### src/rtl/sw_mode_ctrl.sv
// sw_mode_ctrl: switch-driven mode / freeze controller for the OV7620 board.
// sw1 advances the mode and requests a sensor reconfiguration over a
// cfg_req/cfg_ack handshake with an ack timeout; sw2 toggles a freeze flag
// that only takes effect on a vsync rising edge.
// Optional build macro: SW_DEBOUNCE_EN adds a DEB_CYCLES stability debouncer
// on the synchronized sw1/sw2 levels (vsync is never debounced).
module sw_mode_ctrl #(
  parameter int unsigned NUM_MODES   = 4,
  parameter logic [23:0] ACK_TIMEOUT = 24'd4_000_000,
  parameter logic [19:0] DEB_CYCLES  = 20'd800_000
) (
  input  logic       clk,
  input  logic       rst,
  input  logic       sw1,
  input  logic       sw2,
  input  logic       vsync,
  input  logic       cfg_ack,
  output logic [1:0] mode,
  output logic       freeze,
  output logic       cfg_req,
  output logic [1:0] cfg_mode,
  output logic       cfg_err
);

  typedef enum logic {
    ST_IDLE,
    ST_REQ
  } state_t;

  localparam logic [1:0] MODE_LAST = 2'(NUM_MODES - 1);

  if (NUM_MODES < 2 || NUM_MODES > 4 || DEB_CYCLES == 20'd0) begin : g_param_check
    $error("sw_mode_ctrl: NUM_MODES must be 2..4 and DEB_CYCLES nonzero");
  end

  // bit 0 = sw1, bit 1 = sw2, bit 2 = vsync
  logic [2:0] meta_q, meta_d;
  logic [2:0] sync_q, sync_d;
  logic [2:0] prev_q, prev_d;
  logic [2:0] lvl;
  logic [2:0] ev;

  // Two-stage synchronizer input and edge-detector history
  always_comb begin
    meta_d = {vsync, sw2, sw1};
    sync_d = meta_q;
    prev_d = lvl;
    ev     = lvl & ~prev_q;
  end

  // Synchronizer and edge-detector registers
  always_ff @(posedge clk or negedge rst) begin
    if (!rst) begin
      meta_q <= '0;
      sync_q <= '0;
      prev_q <= '0;
    end else begin
      meta_q <= meta_d;
      sync_q <= sync_d;
      prev_q <= prev_d;
    end
  end

`ifdef SW_DEBOUNCE_EN
  logic [1:0] deb_lvl;

  for (genvar g = 0; g < 2; g++) begin : g_deb
    logic        deb_q, deb_d;
    logic [19:0] cnt_q, cnt_d;

    // Level follows the input only after DEB_CYCLES consecutive differing cycles
    always_comb begin
      deb_d = deb_q;
      cnt_d = '0;
      if (sync_q[g] != deb_q) begin
        if (cnt_q == DEB_CYCLES - 20'd1) begin
          deb_d = sync_q[g];
        end else begin
          cnt_d = cnt_q + 20'd1;
        end
      end
    end

    // Debouncer state
    always_ff @(posedge clk or negedge rst) begin
      if (!rst) begin
        deb_q <= 1'b0;
        cnt_q <= '0;
      end else begin
        deb_q <= deb_d;
        cnt_q <= cnt_d;
      end
    end

    assign deb_lvl[g] = deb_q;
  end

  assign lvl = {sync_q[2], deb_lvl};
`else
  assign lvl = sync_q;
`endif

  logic ev1, ev2, evv;
  assign ev1 = ev[0];
  assign ev2 = ev[1];
  assign evv = ev[2];

  state_t      state_q, state_d;
  logic [1:0]  mode_q, mode_d, mode_nxt;
  logic        freeze_q, freeze_d;
  logic        freeze_pend_q, freeze_pend_d;
  logic        cfg_req_q, cfg_req_d;
  logic [1:0]  cfg_mode_q, cfg_mode_d;
  logic        cfg_err_q, cfg_err_d;
  logic        cfg_pend_q, cfg_pend_d;
  logic [23:0] tmo_q, tmo_d;

  // Mode advance, frame-aligned freeze, and request handshake next-state
  always_comb begin
    state_d    = state_q;
    mode_d     = mode_q;
    cfg_req_d  = cfg_req_q;
    cfg_mode_d = cfg_mode_q;
    cfg_err_d  = cfg_err_q;
    cfg_pend_d = cfg_pend_q;
    tmo_d      = tmo_q;

    mode_nxt = (mode_q == MODE_LAST) ? '0 : mode_q + 2'd1;
    if (ev1) begin
      mode_d = mode_nxt;
    end

    // vsync consumes the pending toggle seen before this cycle's sw2 event
    freeze_d      = freeze_q ^ (evv & freeze_pend_q);
    freeze_pend_d = (freeze_pend_q & ~evv) ^ ev2;

    case (state_q)
      ST_IDLE: begin
        tmo_d = '0;
        if (ev1) begin
          state_d    = ST_REQ;
          cfg_req_d  = 1'b1;
          cfg_mode_d = mode_nxt;
          cfg_pend_d = 1'b0;
        end else if (cfg_pend_q) begin
          state_d    = ST_REQ;
          cfg_req_d  = 1'b1;
          cfg_mode_d = mode_q;
          cfg_pend_d = 1'b0;
        end
      end
      ST_REQ: begin
        if (ev1) begin
          cfg_pend_d = 1'b1;
        end
        if (cfg_ack) begin
          state_d   = ST_IDLE;
          cfg_req_d = 1'b0;
          tmo_d     = '0;
        end else if (tmo_q == ACK_TIMEOUT - 24'd1) begin
          state_d   = ST_IDLE;
          cfg_req_d = 1'b0;
          cfg_err_d = 1'b1;
          tmo_d     = '0;
        end else begin
          tmo_d = tmo_q + 24'd1;
        end
      end
      default: begin
        state_d   = ST_IDLE;
        cfg_req_d = 1'b0;
        tmo_d     = '0;
      end
    endcase
  end

  // Controller state and registered outputs
  always_ff @(posedge clk or negedge rst) begin
    if (!rst) begin
      state_q       <= ST_IDLE;
      mode_q        <= '0;
      freeze_q      <= 1'b0;
      freeze_pend_q <= 1'b0;
      cfg_req_q     <= 1'b0;
      cfg_mode_q    <= '0;
      cfg_err_q     <= 1'b0;
      cfg_pend_q    <= 1'b0;
      tmo_q         <= '0;
    end else begin
      state_q       <= state_d;
      mode_q        <= mode_d;
      freeze_q      <= freeze_d;
      freeze_pend_q <= freeze_pend_d;
      cfg_req_q     <= cfg_req_d;
      cfg_mode_q    <= cfg_mode_d;
      cfg_err_q     <= cfg_err_d;
      cfg_pend_q    <= cfg_pend_d;
      tmo_q         <= tmo_d;
    end
  end

  assign mode     = mode_q;
  assign freeze   = freeze_q;
  assign cfg_req  = cfg_req_q;
  assign cfg_mode = cfg_mode_q;
  assign cfg_err  = cfg_err_q;

endmodule
### config.mk
export PLATFORM = sky130hd
export DESIGN_NAME = sw_mode_ctrl
export DESIGN_NICKNAME = d
export VERILOG_FILES = /design/src/rtl/sw_mode_ctrl.sv
export SDC_FILE = /design/constraint.sdc
export NUM_CORES = 1
export LEC_CHECK = 0
export CORE_UTILIZATION = 56
export CTS_CLUSTER_SIZE = 28
export DETAILED_ROUTE_END_ITERATION = 12
export PLACE_DENSITY = 0.76
export SLEW_MARGIN = 15
export SYNTH_ARGS = -nofsm -noshare
export SYNTH_HDL_FRONTEND = slang
export SYNTH_SLANG_ARGS = --single-unit
### constraint.sdc
create_clock -name clk -period 3.5 [get_ports clk]
set_clock_uncertainty 0.1 [all_clocks]
set_input_delay 1.05 -clock clk [delete_from_list [all_inputs] [get_ports clk]]
set_output_delay 1.05 -clock clk [all_outputs]
set_load 0.1 [all_outputs]
# After elaboration in Yosys (flattened, before gate mapping)

Cells that the tools add are included.

Divide/modulo/power cells: 0
Equal/unequal tests: 5
Add/subtract/negate cells: 2
Multiplexer cells: 18
Shift-type cells: 0
Bitwise operators: 9
Order comparisons: 0
Reductions and logical operators: 4
$mul: 0

Operator list:

| cell                    | count |
|---|---|
| $mux W24                | 2 |
| $pmux W24 S2            | 1 |
| $add A24 B1 Y24 const B | 1 |
| $eq A24 B22 Y1 const B  | 1 |
| $mux W1                 | 9 |
| $mux W2                 | 3 |
| $pmux W1 S2             | 3 |
| $reduce_and A2 Y1       | 2 |
| $and A3 B3 Y3           | 1 |
| $ne A3 B2 Y1 const B    | 1 |
| $ne A3 B3 Y1 const B    | 1 |
| $not A1 Y1              | 3 |
| $not A3 Y3              | 1 |
| $reduce_and A3 Y1       | 1 |
| $add A2 B1 Y2 const B   | 1 |
| $and A1 B1 Y1           | 2 |
| $eq A2 B2 Y1 const B    | 1 |
| $ne A2 B2 Y1 const B    | 1 |
| $reduce_bool A2 Y1      | 1 |
| $xor A1 B1 Y1           | 2 |

Input bits: 6
Bits in writable memories: 0
Memories: 0
Register bits after elaboration: 43
Memory bits (read-only): 0
Logic and storage cells: 50
Bits in latches: 0

# Longest topological paths before layout

Depth in word-level cells: 5
Mapped depth: 6

# Worst setup path before layout

Ideal clock, no wire load.

Path type: register -> output
Start: register mode_q[0] (netlist: mode[0])
End: output port mode[0]
Path slack: 1.422 ns
Stages on the path, launching flop included: 1
Data required time: 2.350 ns
Arrival time: 0.928 ns
Path through: dfrtp_1

RTL lines:

| what                   | line | text |
|---|---|---|
| from (decl)            | 109  | `logic [1:0] mode_q, mode_d, mode_nxt;` |
| from (signal assigned) | 191  | `mode_q <= mode_d;` |
| to (decl)              | 18   | `output logic [1:0] mode,` |

No word-level cell between the ends.

# Worst setup path in the final report

Start: register tmo_q[0]
End: register tmo_q[3]

Cells in the longest elaborated chain, start to end: 4
Elaborated cells on any way between the ends: 5
Classes of those cells: add/sub (1); eq/ne (1); mux (3)

Ends and longest elaborated chain:

| what                                                     | line     | text |
|---|---|---|
| from (decl)                                              | 116      | `logic [23:0] tmo_q, tmo_d;` |
| from (signal assigned)                                   | 198      | `tmo_q <= tmo_d;` |
| $add A24 B1 Y24 / $eq A24 B22 Y1 (equally long branches) | 166, 160 |  |
| $mux W24 *                                               | 160      | `end else if (tmo_q == ACK_TIMEOUT - 24'd1) begin` |
| $mux W24 *                                               | 156      | `if (cfg_ack) begin` |
| $pmux W24 S2 *                                           | 137      | `case (state_q)` |
| via tmo_d[3]                                             | 116      |  |

The timed path passes the listed nets; every way through them passes the cells marked *.
A chain may end at the register's enable or synchronous reset.

==> metrics.md <==
| Metric | Value |
|---|---|
| CP max-delay cell | a41o_1 |
| RSZ-0062 raised after global routing | no |
| Cell Chain, Critical Path | ha_1 > nand2_1 > nor3_1 > a41o_1 > nor2_1 |
| Critical Path AT | 2460 ps |
| Initial antenna violation count | 0 |
| Mux cell area share after synthesis | 2.37% |
| Clock transition at the registers of the reported paths | 120 ps |
| First-pass GRT wire length | 5.77 mm |
| Initial DRC Count | 80 |
| Max cap viols | 0 |
| Nature of the critical path endpoint | flip-flop |
| Via count of the first global-routing pass | 1285 |
| P&R area growth vs syn | 8.02% |
| H-tree Lvls | 2 |
| Rows | 20 |
| Complex-gate fraction of the synthesized area | 8.94% |
| Post-route ant nets | 0 |
| Rel. slew slack | 40.1% |
| Post-cts repair resize count | 0 |
| Mapped Nets | 180 |
| Setup TNS Final | 0 ps |
| Most frequent cells in the layout | 43 x dfrtp_1, 15 x nor2_1, 11 x a21oi_1, 11 x xnor2_1 |
| CTS Root Cell | clkbuf_4 |
| Worst-Margin Slew | 898 ps |
| Hold path depth | 0 |
| Final HPWL DP | 2.30 mm |
| Fillers | 262 |
| Largest net degree at the start of global routing | 44 |
| Drt via density | 5.83 |
| Min Tclk post-route | 2350 ps |
| DR pass1 iterations | 4 |
| Seq cells post-synth | 43 |
| Final wirelength | 3.31 mm |
| FF-to-FF setup slack | 1150 ps |
| Nets@finish | 192 |
| Status | completed |
| Proportion of synthesized chip area in sequential cells | 56.5% |
| Xor-xnor portion of the synthesized cell area | 6.44% |
| Grt total ovfl | 0 |
| Core area | 3130 um^2 |
| Register area | 1080 um^2 |
| Synth async-reset ratio | 100% |
| Main combinational cell family by area after synthesis | simple AND/OR/NAND/NOR gates |
| Die H | 60.3 um |
| Worst reg2reg path depth | 5 |
| Number of inserted diodes | 0 |
| Input/output buffers | 12 |
| Starting density of the core | 60.8% |
| Yosys cell types | 35 |
| Post-synthesis cell count | 172 |
| Worst setup SP type | flip-flop |
| EDFF count, synth | 0 |
| Clock buffer depth | 2 |
| WL per Instance | 14.5 um |
| Max FO, Critical Path | 24 |
| FMAX | 426 MHz |
| Hold WC Path Type | flip-flop to flip-flop |
| Syn Std Cell Area | 1900 um^2 |
| PnR Total Power | 1.25 mW |
| Vias | 1335 |
| Post-CTS setup buffer count | 0 |
| Req. time, crit path | 3610 ps |
| Total track usage | 22.7% |
| Clk Latency, worst-skew pair | 360 ps |
| Most common cell after layout, fill and taps aside | dfrtp_1 |
| Num ports | 13 |
| Hold-fix buffers, CTS | 0 |
| Avg Cell Area, Syn | 11.1 um^2 |
| Max-slew violation count | 0 |
| Leakage | 0.826 nW |
| Final setup vio count | 0 |
| Share of the clock period used by the worst path after layout | 67.1% |
| Share of layout cells above drive strength 1 | 13.0% |
| Core Util, Final | 65.7% |
| Post-Synth Adder-Cell Area | 1.31% |
| Maximum vdd drop | 0.000324 V |
| Die Area | 3640 um^2 |
| CTS tree | yes |
| # DRC | 0 |
| Pwr Density | 609 nW/um^2 |
| Die width | 60.3 um |
| Peak per-stage delay on the critical path | 770 ps |
| CTS Buf Count | 5 |
| Kind of critical path | flip-flop to flip-flop |
| YS warnings | 0 |
| Final hold vios | 0 |
| Primary FF master, synth | dfrtp_1 |
| Clk sinks | 43 |
| GPL Wtd Cong | 0.728 |
| Synth Area in Simple Gates | 20.2% |
| Area of the multi-input gates | 747 um^2 |
[flip-flops by register name, indices dropped and copies added, names as in the netlist]
register       count
prev_q             3
tmo_q             24
meta_q             3
cfg_mode           2
cfg_pend_q         1
cfg_req            1
freeze             1
mode               2
state_q            1
cfg_err            1
lvl                3
freeze_pend_q      1
[per-layer routing]
metal	share of wire, %	track usage [%]	up-vias
li1	-	-	646
met1	45	28.0	660
met2	50	36.4	22
met3	3.8	7.14	7
met4	1.9	9.97	0
met5	0	0	-
[synth_stat cells, types with 3 or more instances]
cell,n,area share [%]
nand2_1,8,1.6
a21oi_1,11,2.9
or3_1,4,1.3
xor2_1,3,1.4
or4_1,7,2.8
o21ai_0,4,1.1
buf_2,3,0.79
nor3_1,4,1.1
inv_1,7,1.4
o31ai_1,7,2.8
nand3_1,8,2.1
mux2_2,4,2.4
nor4_1,5,1.6
dfrtp_1,43,57
nand4_1,4,1.3
and4_1,3,1.4
nor2_1,15,3.0
xnor2_1,11,5.1
[logic make-up (layout without fill, tap and decap cells)]
kind of cell | after synthesis | in the layout
simple gates | 68 | 68
flops | 43 | 43
compound gates | 27 | 27
xor+xnor | 14 | 14
buf+inv | 14 | 27
mux | 4 | 4
fa+ha+maj | 2 | 2
[area by class of cell]
class / count / area share [%]
Clock buffer: 6 / 2.01
Clock inverter: 2 / 0.609
Inverter: 7 / 1.28
Multi-Input combinational cell: 115 / 36.3
Sequential cell: 43 / 52.3
Tap cell: 44 / 2.68
Timing Repair Buffer: 12 / 4.75
[power by group]
group	switching, mW	internal (mW)	leakage (nW)
Combinational	0.334	0.0980	0.235
Sequential	0.0357	0.549	0.563
Clock	0.158	0.0776	0.0282
Total	0.528	0.724	0.826
[worst paths after layout]
path                                       end                 from
setup / recovery            tmo_q[3]$_DFF_PN0_   tmo_q[0]$_DFF_PN0_
hold / removal                lvl[0]$_DFF_PN0_  meta_q[0]$_DFF_PN0_
setup reg to reg            tmo_q[3]$_DFF_PN0_   tmo_q[0]$_DFF_PN0_
hold reg to reg               lvl[0]$_DFF_PN0_  meta_q[0]$_DFF_PN0_
max in group asynchronous  tmo_q[15]$_DFF_PN0_                  rst
min in group asynchronous  tmo_q[16]$_DFF_PN0_                  rst
[through the flow]
stage	hold WS, ps	instances	instance area [um^2]	worst slack [ps]
after CTS	269	229	2060	1140
final	261	229	2060	1150
after detailed placement	239	221	2000	800
after global routing	275	229	2060	933
after floorplan	231	172	1900	1420
after global placement	233	221	2000	876
[critical path, delay by kind of cell (launching register included)]
kind            cells  cell delay [ps]
flops               1              420
simple gates        3              670
fa+ha+maj           1              230
compound gates      1              770
Note: power is estimated with default switching activity, not from simulation.
